--- config.mk ---
export PLATFORM = sky130hd
export DESIGN_NAME = lane_scheduler_flat
export DESIGN_NICKNAME = d
export VERILOG_FILES = /design/src/rtl/lane_scheduler_if.sv /design/src/rtl/lane_scheduler.sv /design/src/flat_wrapper.sv
export SDC_FILE = /design/constraint.sdc
export NUM_CORES = 1
export LEC_CHECK = 0
export BUFFER_PORTS_ARGS = -buffer_cell sky130_fd_sc_hd__buf_2
export CAP_MARGIN = 20
export CELL_PAD_IN_SITES_DETAIL_PLACEMENT = 1
export CELL_PAD_IN_SITES_GLOBAL_PLACEMENT = 2
export CORE_ASPECT_RATIO = 0.8
export CORE_MARGIN = 2
export CORE_UTILIZATION = 26
export CTS_CLUSTER_DIAMETER = 60
export DETAILED_ROUTE_END_ITERATION = 8
export HOLD_SLACK_MARGIN = 0.12
export PLACE_DENSITY_LB_ADDON = 0.1
export SYNTH_ARGS = -nofsm -noshare
export SYNTH_HDL_FRONTEND = slang
export SYNTH_SLANG_ARGS = --single-unit
--- constraint.sdc ---
create_clock -name clk -period 9 [get_ports clk]
set_clock_uncertainty 0.15 [all_clocks]
set_input_delay 2.7 -clock clk [delete_from_list [all_inputs] [get_ports clk]]
set_output_delay 2.7 -clock clk [all_outputs]
set_load 0.01 [all_outputs]
--- src/rtl/lane_scheduler_if.sv ---
// Beat/lane bus between the upstream packet source (master) and lane_scheduler (slave).
interface lane_scheduler_if #(
  parameter int numExtraction = 8,
  parameter int widthPkt      = 138,
  parameter int widthUsedw    = 6
);
  logic                                  pkt_in_valid;
  logic [widthPkt-1:0]                   pkt_in;
  logic [widthUsedw*numExtraction-1:0]   usedw_in;
  logic [numExtraction-1:0]              lane_en;
  logic [numExtraction-1:0]              wrreq_out;
  logic [widthPkt-1:0]                   data_out;
  logic                                  headerIn_enable;
  logic                                  err_nolane;
  logic [15:0]                           pkt_count;

  modport master (
    output pkt_in_valid, pkt_in, usedw_in, lane_en,
    input  wrreq_out, data_out, headerIn_enable, err_nolane, pkt_count
  );

  modport slave (
    input  pkt_in_valid, pkt_in, usedw_in, lane_en,
    output wrreq_out, data_out, headerIn_enable, err_nolane, pkt_count
  );
endinterface

--- src/rtl/lane_scheduler.sv ---
// Round-robin packet-to-lane dispatcher with per-lane fill threshold and drop path.
// Define LANE_SCHED_CNT_EN to build the dispatched-packet counter (pkt_count).
module lane_scheduler #(
  parameter int numExtraction = 8,
  parameter int widthPkt      = 138,
  parameter int widthUsedw    = 6,
  parameter int thresh        = 50
) (
  input logic             clk,
  input logic             reset,
  lane_scheduler_if.slave bus
);
  localparam int PTR_W = (numExtraction > 1) ? $clog2(numExtraction) : 1;

  typedef enum logic [1:0] {IDLE, FWD, DROP} state_t;

  state_t                   state;
  logic [PTR_W-1:0]         rr_ptr;
  logic [PTR_W-1:0]         held;
  logic [numExtraction-1:0] wrreq_r;
  logic [widthPkt-1:0]      data_r;
  logic                     hie_r;
  logic                     err_r;

  logic [widthUsedw-1:0]    usedw [numExtraction];
  logic [numExtraction-1:0] eligible;
  logic                     any_elig;
  logic                     held_ok;
  logic                     grant_found;
  logic [PTR_W-1:0]         grant_idx;
  logic                     is_tail;
  logic                     tail_fwd;

  function automatic logic [PTR_W-1:0] inc_ptr(input logic [PTR_W-1:0] p);
    return (32'(p) == numExtraction - 1) ? '0 : p + PTR_W'(1);
  endfunction

  always_comb begin
    for (int unsigned i = 0; i < numExtraction; i++) begin
      usedw[i]    = bus.usedw_in[i*widthUsedw +: widthUsedw];
      eligible[i] = bus.lane_en[i] && (int'(usedw[i]) < thresh);
    end
  end

  assign any_elig = |eligible;
  assign held_ok  = int'(usedw[held]) < thresh;
  assign is_tail  = bus.pkt_in[129:128] == 2'b01;
  assign tail_fwd = bus.pkt_in_valid && is_tail &&
                    ((state == IDLE && any_elig) || state == FWD);

  // First eligible lane at or after rr_ptr, wrapping past the top lane.
  always_comb begin
    logic [PTR_W-1:0] cand_idx;
    int unsigned      cand;
    grant_found = 1'b0;
    grant_idx   = '0;
    cand        = 0;
    cand_idx    = '0;
    for (int unsigned k = 0; k < numExtraction; k++) begin
      cand     = (32'(rr_ptr) + k) % numExtraction;
      cand_idx = PTR_W'(cand);
      if (!grant_found && eligible[cand_idx]) begin
        grant_found = 1'b1;
        grant_idx   = cand_idx;
      end
    end
  end

  always_ff @(posedge clk) begin
    if (reset) begin
      state   <= IDLE;
      rr_ptr  <= '0;
      held    <= '0;
      wrreq_r <= '0;
      data_r  <= '0;
      hie_r   <= 1'b0;
      err_r   <= 1'b0;
    end else begin
      wrreq_r <= '0;
      if (tail_fwd)
        rr_ptr <= inc_ptr(state == IDLE ? grant_idx : held);
      case (state)
        IDLE: begin
          hie_r <= any_elig;
          if (bus.pkt_in_valid) begin
            if (grant_found) begin
              data_r  <= bus.pkt_in;
              wrreq_r <= numExtraction'(1) << grant_idx;
              held    <= grant_idx;
              state   <= is_tail ? IDLE : FWD;
            end else begin
              err_r <= 1'b1;
              state <= is_tail ? IDLE : DROP;
            end
          end
        end
        FWD: begin
          // Held lane keeps the packet even if it becomes ineligible.
          hie_r <= held_ok;
          if (bus.pkt_in_valid) begin
            data_r  <= bus.pkt_in;
            wrreq_r <= numExtraction'(1) << held;
            if (is_tail)
              state <= IDLE;
          end
        end
        default: begin
          hie_r <= 1'b1;
          if (bus.pkt_in_valid && is_tail)
            state <= IDLE;
        end
      endcase
    end
  end

`ifdef LANE_SCHED_CNT_EN
  logic [15:0] cnt;
  always_ff @(posedge clk) begin
    if (reset)
      cnt <= '0;
    else if (tail_fwd)
      cnt <= cnt + 16'd1;
  end
  assign bus.pkt_count = cnt;
`else
  assign bus.pkt_count = '0;
`endif

  assign bus.wrreq_out       = wrreq_r;
  assign bus.data_out        = data_r;
  assign bus.headerIn_enable = hie_r;
  assign bus.err_nolane      = err_r;
endmodule

--- src/flat_wrapper.sv ---
// flat-port wrapper written by rule: the top's interface ports become plain ports
module lane_scheduler_flat 
#(
  parameter int numExtraction = 8,
  parameter int widthPkt      = 138,
  parameter int widthUsedw    = 6,
  parameter int thresh        = 50
)
  (clk, reset, bus_pkt_in_valid, bus_pkt_in, bus_usedw_in, bus_lane_en, bus_wrreq_out, bus_data_out, bus_headerIn_enable, bus_err_nolane, bus_pkt_count);
  lane_scheduler_if #(.numExtraction(numExtraction), .widthPkt(widthPkt), .widthUsedw(widthUsedw)) bus_i ();
  input logic clk;
  input logic reset;
  input wire logic [$bits(bus_i.pkt_in_valid)-1:0] bus_pkt_in_valid;
  input wire logic [$bits(bus_i.pkt_in)-1:0] bus_pkt_in;
  input wire logic [$bits(bus_i.usedw_in)-1:0] bus_usedw_in;
  input wire logic [$bits(bus_i.lane_en)-1:0] bus_lane_en;
  output wire logic [$bits(bus_i.wrreq_out)-1:0] bus_wrreq_out;
  output wire logic [$bits(bus_i.data_out)-1:0] bus_data_out;
  output wire logic [$bits(bus_i.headerIn_enable)-1:0] bus_headerIn_enable;
  output wire logic [$bits(bus_i.err_nolane)-1:0] bus_err_nolane;
  output wire logic [$bits(bus_i.pkt_count)-1:0] bus_pkt_count;
  assign bus_i.pkt_in_valid = bus_pkt_in_valid;
  assign bus_i.pkt_in = bus_pkt_in;
  assign bus_i.usedw_in = bus_usedw_in;
  assign bus_i.lane_en = bus_lane_en;
  assign bus_wrreq_out = bus_i.wrreq_out;
  assign bus_data_out = bus_i.data_out;
  assign bus_headerIn_enable = bus_i.headerIn_enable;
  assign bus_err_nolane = bus_i.err_nolane;
  assign bus_pkt_count = bus_i.pkt_count;
  lane_scheduler #(.numExtraction(numExtraction), .widthPkt(widthPkt), .widthUsedw(widthUsedw), .thresh(thresh)) u_core (.clk(clk), .reset(reset), .bus(bus_i));
endmodule
After elaboration in Yosys (flattened, before gate mapping). Cells that the tools add are included.

Add/subtract/negate cells: 8. Multipliers: 0. Div/mod/pow operators: 0. Magnitude comparators: 18. Eq/ne operators: 7. Shifts and indexed selects: 2. Muxes and demuxes: 54. Bitwise gates (word level): 2. Reduce and logical (&&, ||, !) cells: 34.

Operators by type and width (count): $mux W138 (3); $pmux W138 S2 (1); $lt A6 B6 Y1 const B (9); $lt A3 B4 Y1 const B (8); $mux W3 (10); $bmux W1 S3 (8); $mux W8 (3); $bmux W6 S3 (1); $logic_and A1 B1 Y1 (18); $mux W1 (17); $pmux W8 S2 (1); $shl A1 B3 Y8 const A (2); $add A3 B3 Y3 const B (4); $mux W2 (6); $mux W6 (2); $reduce_and A4 Y1 (2); $reduce_or A8 Y1 (1); $logic_not A1 Y1 (7); $add A3 B1 Y3 const B (2); $add A3 B2 Y3 const B (2); $reduce_and A3 Y1 (2); $eq A2 B1 Y1 const B (2); $ge A4 B4 Y1 const B (1); $ne A2 B1 Y1 const B (2); 10 further kinds (11).

Flip-flop bits (word level): 156. Latch bits: 0. Bits in writable memories: 0. ROM bits: 0. Input bits: 197. Output and inout bits: 164. Word-level logic and storage cells: 132. Memories kept: 0.

Logic depth before layout (Yosys ltp). Gate-level depths: netlist (run 1).

Word-level depth: 30. Depth in mapped cells: 20. Mapped depth without buffers: 16.

Worst setup path after synthesis (run 1). Ideal clock, no wire load.

Path kind: input port to flip-flop. Start: in bus_usedw_in[33]. End: reg u_core.rr_ptr[2]. Library setup time: 0.132 ns. Arrival time: 5.355 ns. Required time: 8.718 ns. Setup slack: 3.362 ns. Cell stages on the path: 14. Buffers on the path: 0. Path through: o311a_1 -> o32a_1 -> mux4_2 -> or2_1 -> o211ai_1 -> o21ai_1 -> a32oi_1 -> nor2_1 -> a21oi_1 -> ha_1 -> xnor2_1 -> nor2_1 -> mux2i_1 -> a21oi_1.

Word-level cells in the longest chain between the ends: 29. Elaborated cells on any way between the ends: 55. Those cells by class: add/sub: 1; order compare: 1; eq/ne: 1; mux: 33; reduce/logical: 19.

RTL lines: from (decl) (RTL line flat_wrapper.sv:15) `input wire logic [$bits(bus_i.usedw_in)-1:0] bus_usedw_in;`; $lt A6 B6 Y1 * (RTL line lane_scheduler.sv:41) `eligible[i] = bus.lane_en[i] && (int'(usedw[i]) < thresh);`; $logic_and A1 B1 Y1 * (RTL line lane_scheduler.sv:41); $bmux W1 S3 (RTL line lane_scheduler.sv:62) `if (!grant_found && eligible[cand_idx]) begin`; $mux W1 (implied by the code) (RTL line lane_scheduler.sv:62); $mux W1 (RTL line lane_scheduler.sv:62); $logic_not A1 Y1 (RTL line lane_scheduler.sv:62); $logic_and A1 B1 Y1 (RTL line lane_scheduler.sv:62); $mux W1 (RTL line lane_scheduler.sv:62); [... 13 more ...]; $logic_and A1 B1 Y1 (RTL line lane_scheduler.sv:62); $mux W1 (RTL line lane_scheduler.sv:62); $logic_not A1 Y1 (RTL line lane_scheduler.sv:62); $logic_and A1 B1 Y1 (RTL line lane_scheduler.sv:62); $mux W3 (RTL line lane_scheduler.sv:62); $mux W3 (RTL line lane_scheduler.sv:81) `rr_ptr <= inc_ptr(state == IDLE ? grant_idx : held);`; $add A3 B1 Y3 or $eq A3 B3 Y1 (tied branches) (RTL line lane_scheduler.sv:35) `return (32'(p) == numExtraction - 1) ? '0 : p + PTR_W'(1);`; $mux W3 (RTL line lane_scheduler.sv:35); to (signal assigned) (RTL line lane_scheduler.sv:81); to (decl) (RTL line lane_scheduler.sv:18) `logic [PTR_W-1:0] rr_ptr;`.

Mark *: on every way between the ends. The rest lies on a longest branch, timed or not. The select of a mux whose other input is x is not followed. A chain may end at the register's enable or synchronous reset.

Worst setup path in the final report (run 1).
Start: in bus_usedw_in[8]. End: reg u_core.rr_ptr[2].

Same word-level chain as after synthesis.

==> results of run 1 <==
logic make-up after synthesis:
group                      count (synthesis)  synth area share
muxes                                     16            0.0434
adders and majority gates                  3           0.00520
xor gates and xnor gates                   5           0.00711
and+or+nand+nor                          377             0.215
other                                      1          0.000520
AOI/OAI and AO/OA                        252             0.231
buffers and inverters                     92            0.0647
DFF                                      156             0.433
cells in the final DEF (no fill, tap or decap), drive strengths merged, types with 5 or more instances in the layout:
master,count
o311a,8
o22ai,5
a211oi,15
a2111oi,6
bufinv,7
nor2,24
conb,16
nand2,306
buf,342
nand3,8
clkbuf,22
nand2b,7
mux4,11
and2,6
inv,14
nor3,9
o31ai,5
dfxtp,156
o32ai,12
o311ai,9
a21oi,151
o21ai,10
metal layers:
| layer | track usage | up-vias |
|---|---|---|
| li1 | - | 3692 |
| met1 | 0.244 | 3441 |
| met2 | 0.286 | 241 |
| met3 | 0.0597 | 15 |
| met4 | 0.0388 | 4 |
| met5 | 0 | - |
how the worst max path moves through the flow:
| stage | from | endpoint | slack [ns] | cells past startpoint |
|---|---|---|---|---|
| global route | bus_usedw_in[8] | u_core.rr_ptr[2] | 2.17 | 15 |
| detailed placement | bus_usedw_in[8] | u_core.rr_ptr[2] | 2.18 | 14 |
| floorplan | bus_usedw_in[33] | u_core.rr_ptr[2] | 3.36 | 14 |
| finish | bus_usedw_in[8] | u_core.rr_ptr[2] | 2.63 | 15 |
| global placement | bus_usedw_in[8] | u_core.rr_ptr[2] | 2.17 | 14 |
| CTS | bus_usedw_in[8] | u_core.rr_ptr[2] | 2.61 | 15 |
power by group through the flow:
stage	clock network, mW	logic (mW)	registers [mW]
floorplan	0	0.265	0.798
global placement	0	0.442	0.782
detailed placement	0	0.443	0.784
CTS	0.891	0.444	0.769
global route	0.921	0.487	0.775
finish	0.859	0.438	0.768
registers in the layout (all words and copies together), names as in the netlist:
| register | flops |
|---|---|
| u_core.bus.err_nolane | 1 |
| u_core.rr_ptr | 3 |
| u_core.bus.headerIn_enable | 1 |
| u_core.bus.data_out | 138 |
| u_core.bus.wrreq_out | 8 |
| u_core.state | 2 |
| u_core.held | 3 |
stage by stage:
stage	cell area, sq um	utilization	hold WS, ns	setup slack [ns]	instances
final	9760	0.358	0.299	2.63	1577
after global routing	9760	0.358	0.316	2.17	1577
after CTS	9760	0.358	0.303	2.61	1577
after detailed placement	9060	0.332	0.293	2.18	1545
after global placement	9060	0.332	0.289	2.17	1545
after floorplan	7270	-	0.331	3.36	917
synth_stat cells, drive strengths merged (3+ instances only):
| library cell | number | area [sq um] |
|---|---|---|
| o311ai | 9 | 101 |
| o211ai | 4 | 30.0 |
| o311a | 8 | 80.1 |
| nand3 | 8 | 40.0 |
| o32ai | 12 | 143 |
| o221ai | 4 | 35.0 |
| xnor2 | 3 | 33.8 |
| nand2b | 7 | 43.8 |
| nand2 | 306 | 1150 |
| or2 | 4 | 25.0 |
| clkbuf | 25 | 93.8 |
| a211oi | 15 | 113 |
| or3 | 3 | 18.8 |
| and2 | 6 | 37.5 |
| ha | 3 | 37.5 |
| a32oi | 4 | 35.0 |
| mux4 | 11 | 248 |
| a21oi | 151 | 756 |
| mux2i | 3 | 42.5 |
| o31ai | 5 | 51.3 |
| nor2 | 24 | 90.1 |
| dfxtp | 156 | 3120 |
| a221oi | 3 | 32.5 |
| o22ai | 5 | 31.3 |
| o21ai | 10 | 50.0 |
| nor3 | 9 | 61.3 |
| a2111oi | 6 | 55.1 |
| inv | 13 | 48.8 |
| buf | 53 | 320 |
cell type report:
| cell class | count | area, sq um | area share |
|---|---|---|---|
| Multi-Input combinational cell | 669 | 3690 | 0.378 |
| Sequential cell | 156 | 3120 | 0.320 |
| Timing Repair Buffer | 342 | 1740 | 0.178 |
| Clock buffer | 22 | 464 | 0.0476 |
| Tap cell | 364 | 455 | 0.0467 |
| Clock inverter | 10 | 233 | 0.0238 |
| Inverter | 14 | 52.6 | 0.00538 |
worst max-delay path: stages:
cell	delay (ns)
buf_2	0.11
o311ai_0	0.85
nand2_1	0.35
a2111oi_1	0.60
a21oi_1	0.26
nand2_1	0.13
o221ai_1	0.11
a32oi_1	0.35
nor2_1	0.20
a21oi_1	0.19
ha_1	0.22
xnor2_1	0.14
nor2_1	0.05
mux2i_1	0.15
a21oi_1	0.08
==> insert_results.sql, run 1 <==
INSERT INTO impl_metrics (metric_group, metric, value, unit) VALUES
('outcome', 'outcome', 'finished clean', ''),
('yosys', 'syn_area', '7220', 'sq um'),
('grt', 'grt_max_degree', '137', ''),
('routing', 'vias', '7393', ''),
('pwr', 'power.switching', '0.588', 'mW'),
('routing', 'maxUsedRoutingLayer', 'met5', ''),
('yosys', 'yosys_register_bits', '156', ''),
('pwr', 'leakagePower', '4.45', 'nW'),
('pwr', 'power_per_cell_area', '212', 'nW/um^2'),
('sta', 'finalSetupViolations', '0', ''),
('die', 'start_util', '0.264', ''),
('sta', 'finalHoldViolations', '0', ''),
('yosys', 'post_synth_num_cell_types', '67', ''),
('pwr', 'worst_ir_drop_vdd', '0.133', 'mV'),
('sta', 'finalCriticalPeriod', '6.37', 'ns'),
('yosys', 'synth_edf_count', '0', ''),
('clocking', 'cts.reportedPaths.clkPinSlew', '0.06', 'ns'),
('sta', 'tightestPinTransition', '0.985', 'ns'),
('die', 'coreArea', '27300', 'sq um'),
('critical_path', 'worst_r2r_endpoint', 'u_core.rr_ptr[2]', ''),
('critical_path', 'criticalPathCategory', 'in2reg', ''),
('grt', 'global_route_wire_length_before_repair', '41400', 'um'),
('layout', 'num-fill-cells', '3389', ''),
('die', 'die_h', '153', 'um'),
('clocking', 'cts_hold_buffers', '0', ''),
('critical_path', 'path_max_fanout', '4', ''),
('sta', 'unrepaired_setup_endpoints_after_global_routing', 'no', ''),
('routing', 'met2WireLength', '12000', 'um'),
('yosys', 'asyncSetResetFlopFracSynth', '0', ''),
('min_path', 'min_path_cells', '2', ''),
('run', 'maxCapViolations', '0', ''),
('die', 'die-width', '190', 'um'),
('yosys', 'synth.yosys.warnings', '0', ''),
('routing', 'wl_met1', '12800', 'um'),
('die', 'die_area', '29100', 'sq um'),
('routing', 'first_pass_detailed_route_iteration_total', '4', ''),
('min_path', 'hold-path-endpoint', 'u_core.bus.data_out[82]', ''),
('min_path', 'hp-start', 'u_core.bus.data_out[82]', ''),
('pwr', 'power.share.switching', '0.285', ''),
('routing', 'post_detailed_route_drc_marker_count', '0', ''),
('placed_design', 'dpl.hpwl', '19600', 'um'),
('clocking', 'cts.htree.levels', '4', ''),
('critical_path', 'worst_r2r_path_depth', '11', ''),
('die', 'core.rowCount', '54', ''),
('sta', 'slew_violations', '0', ''),
('critical_path', 'reg2reg_setup_slack', '3.45', 'ns'),
('routing', 'met3_wirelength', '2120', 'um'),
('grt', 'grtUsageTotal', '0.182', ''),
('sta', 'finalCritPeriodShare', '0.707', ''),
('routing', 'routed_wirelength', '27200', 'um'),
('layout', 'syn2layout_area_growth', '35.3', '%'),
('yosys', 'yosysSeqAreaShare', '0.433', ''),
('grt', 'gr-total-overflow', '0', ''),
('placed_design', 'place_congestion', '0.785', ''),
('clocking', 'cts_tree', 'done', ''),
('routing', 'wire_per_inst', '17.3', 'um'),
('sta', 'slew_headroom', '0.335', ''),
('critical_path', 'worst-endpoint-arrival', '6.48', 'ns'),
('clocking', 'cts_max_path_buffers', '2', ''),
('routing', 'first_iter_violations', '273', ''),
('pwr', 'design_power_total', '2.06', 'mW'),
('clocking', 'post_cts.resized_instances', '0', ''),
('layout', 'layout-drive-gt1-share', '0.336', ''),
('yosys', 'dominantRegCellSynth', 'dfxtp_1', ''),
('routing', 'ant_nets', '0', ''),
('pwr', 'power.share.clock', '0.416', ''),
('yosys', 'synth_area_per_cell', '8.00', 'sq um'),
('die', 'num_io_pins', '361', ''),
('critical_path', 'timing.critical_path.to_type', 'flop', ''),
('min_path', 'hold_class', 'reg2reg', ''),
('sta', 'setup_tns', '0', 'ns');
No activity file was read; power rests on OpenSTA's default activity.
==> run 2: changes to the inputs <==
- CORE_UTILIZATION: 26 -> 24
- clock period: 9 -> 6.1 ns (I/O delays scaled with it)
==> run 2 against run 1 <==
  * Flip-flop and latch count did not move
  * Worst setup slack got worse by 1.6 ns
  * Worst hold slack improved by 0.0024 ns
  * Critical endpoint unchanged
  * Highest routed layer unchanged
==> insert_results.sql, run 2 (synthesis results as in run 1) <==
INSERT INTO impl_metrics (metric_group, metric, value, unit) VALUES
('routing', 'post_detailed_route_drc_marker_count', '0', ''),
('sta', 'finalHoldViolations', '0', ''),
('grt', 'grt_max_degree', '135', ''),
('critical_path', 'criticalPathCategory', 'in2reg', ''),
('placed_design', 'placedInstanceArea', '9260', 'sq um'),
('layout', 'largest_register_ffs', '138', ''),
('die', 'start_util', '0.245', ''),
('clocking', 'postCtsSetupRepairBufs', '0', ''),
('critical_path', 'worst_r2r_path_depth', '16', ''),
('layout', 'design.final.nets', '1416', ''),
('clocking', 'clockRootBuffer', 'clkbuf_16', ''),
('critical_path', 'cpLargestDelayFamily', 'compound AO/OA/AOI/OAI gates', ''),
('die', 'coreArea', '29400', 'sq um'),
('placed_design', 'place_congestion', '0.804', ''),
('grt', 'grtUsageTotal', '0.178', ''),
('grt', 'gr-total-overflow', '0', ''),
('routing', 'detail_route.vias_per_cell', '4.68', ''),
('critical_path', 'timing.critical_path.to_type', 'flop', ''),
('clocking', 'cts_inserted_buffers', '17', ''),
('layout', 'layout-drive-gt1-share', '0.345', ''),
('sta', 'slew_violations', '0', ''),
('layout', 'layout.core_utilization', '0.336', ''),
('min_path', 'hold_class', 'reg2reg', ''),
('die', 'num_io_pins', '361', ''),
('sta', 'tightestPinTransition', '0.870', 'ns'),
('critical_path', 'cp_slowest_cell', 'mux4_2', ''),
('clocking', 'post_cts.resized_instances', '0', ''),
('clocking', 'cts_max_path_buffers', '2', ''),
('routing', 'ant_nets', '0', ''),
('sta', 'unrepaired_setup_endpoints_after_global_routing', 'no', ''),
('layout', 'syn2layout_area_growth', '37.0', '%'),
('critical_path', 'cp_cell_sequence', 'buf_2 > o311a_1 > o32ai_1 > buf_4 > mux4_2 > o32ai_2 > and2_1 > o221ai_1 > a32oi_1 > nor2_1 > a21oi_1 > ha_1 > xnor2_1 > nor2_1 > mux2i_1 > a21oi_1', ''),
('sta', 'finalSetupViolations', '0', ''),
('grt', 'global_route_wire_length_before_repair', '43800', 'um'),
('routing', 'met3_wirelength', '2430', 'um'),
('layout', 'commonest_cells_after_routing_fill_and_taps_aside', 'buf_2, nand2_1, dfxtp_1', ''),
('sta', 'slew_headroom', '0.420', ''),
('critical_path', 'cp_slowest_stage_delay', '0.47', 'ns'),
('min_path', 'min_path_cells', '2', ''),
('routing', 'met2WireLength', '12300', 'um'),
('critical_path', 'worst-endpoint-arrival', '5.18', 'ns'),
('sta', 'setup_tns', '0', 'ns'),
('sta', 'finalCritPeriodShare', '0.829', ''),
('routing', 'vias', '7536', ''),
('grt', 'antenna_found_initial', '7', ''),
('clocking', 'insertion_delay', '0.42', 'ns'),
('pwr', 'worst_ir_drop_vdd', '0.183', 'mV'),
('critical_path', 'critical_path_required', '6.22', 'ns'),
('grt', 'grt_pass1_vias', '7524', ''),
('die', 'die_area', '31500', 'sq um'),
('clocking', 'cts.htree.levels', '4', ''),
('critical_path', 'worstSetupStartpointType', 'input port', ''),
('sta', 'hold_slack', '0.301', 'ns'),
('clocking', 'clkSinkCount', '156', ''),
('sta', 'max_clock_freq', '0.198', 'GHz'),
('pwr', 'leakagePower', '4.50', 'nW'),
('critical_path', 'critPathBufInv', '2', ''),
('routing', 'first_pass_detailed_route_iteration_total', '4', ''),
('routing', 'maxUsedRoutingLayer', 'met5', ''),
('pwr', 'power_per_cell_area', '298', 'nW/um^2'),
('layout', 'most_common_library_cell_in_the_layout_ignoring_fill_and_taps', 'buf_2', ''),
('routing', 'first_iter_violations', '377', ''),
('routing', 'wl_met1', '13100', 'um'),
('routing', 'routed_wirelength', '28200', 'um'),
('placed_design', 'quantity_of_i_o_buffers_inserted_on_ports', '336', ''),
('sta', 'finalCriticalPeriod', '5.06', 'ns'),
('run', 'maxCapViolations', '0', ''),
('placed_design', 'dpl.hpwl', '21000', 'um'),
('outcome', 'outcome', 'finished clean', ''),
('layout', 'final_cell_area', '9890', 'sq um'),
('critical_path', 'crit_cells', '16', ''),
('pwr', 'design_power_total', '2.95', 'mW'),
('die', 'core.rowCount', '56', ''),
('routing', 'wire_per_inst', '17.5', 'um'),
('clocking', 'cts_tree', 'done', ''),
('clocking', 'cts.reportedPaths.clkPinSlew', '0.06', 'ns'),
('die', 'die-width', '198', 'um'),
('clocking', 'cts_hold_buffers', '0', ''),
('die', 'die_h', '159', 'um'),
('critical_path', 'path_max_fanout', '5', '');
[run 2: changes by cell type in the layout (fill, tap and decap cells not counted), sizes merged]
| cell | change |
|---|---|
| diode | +4 |
| clkinvlp | +3 |
| clkbuf | -1 |
| buf | +16 |
| clkinv | +1 |
| bufinv | -3 |
[run 2: routing by layer]
| metal | GRT usage | vias up |
|---|---|---|
| met2 | 0.273 | 229 |
| met3 | 0.0652 | 15 |
| li1 | - | 3734 |
| met5 | 0 | - |
| met4 | 0.0410 | 4 |
| met1 | 0.238 | 3554 |
[run 2: area by class of cell]
class | instances | area, sq um
antenna | 4 | 10.0
timing repair buffer | 358 | 1920
multi-input combinational | 669 | 3690
sequential | 156 | 3120
tap | 377 | 472
clock inverter | 11 | 166
clock buffer | 21 | 450
fill | 3612 | 19500
inverter | 14 | 52.6
[run 2: final timing paths]
| path | startpoint | endpoint | slack, ns |
|---|---|---|---|
| worst max-delay path | bus_usedw_in[1] | u_core.rr_ptr[2] | 1.04 |
| worst min-delay path | u_core.bus.data_out[38] | u_core.bus.data_out[38] | 0.30 |
| worst max register to register | u_core.rr_ptr[1] | u_core.rr_ptr[2] | 1.59 |
| worst min register to register | u_core.bus.data_out[38] | u_core.bus.data_out[38] | 0.30 |
[run 2: metrics by stage]
step | setup WS, ns | std cells
floorplan | 1.33 | 917
global placement | 0.629 | 1574
detailed placement | 0.585 | 1574
CTS | 1.04 | 1606
global route | 0.743 | 1609
finish | 1.04 | 1610
[run 2: report_power, final]
| group | total [mW] | leakage [nW] | internal [mW] | switching, mW |
|---|---|---|---|---|
| Combinational | 0.674 | 2.92 | 0.275 | 0.399 |
| Sequential | 1.13 | 1.28 | 1.09 | 0.0429 |
| Clock | 1.14 | 0.293 | 0.696 | 0.446 |
[run 2: tightest hold or removal path, delay by kind of cell, from the launching register on]
kind             cells  cell delay, ns
flip-flops           1            0.31
AO/OA/AOI/OAI        1            0.05
AND/OR/NAND/NOR      1            0.05
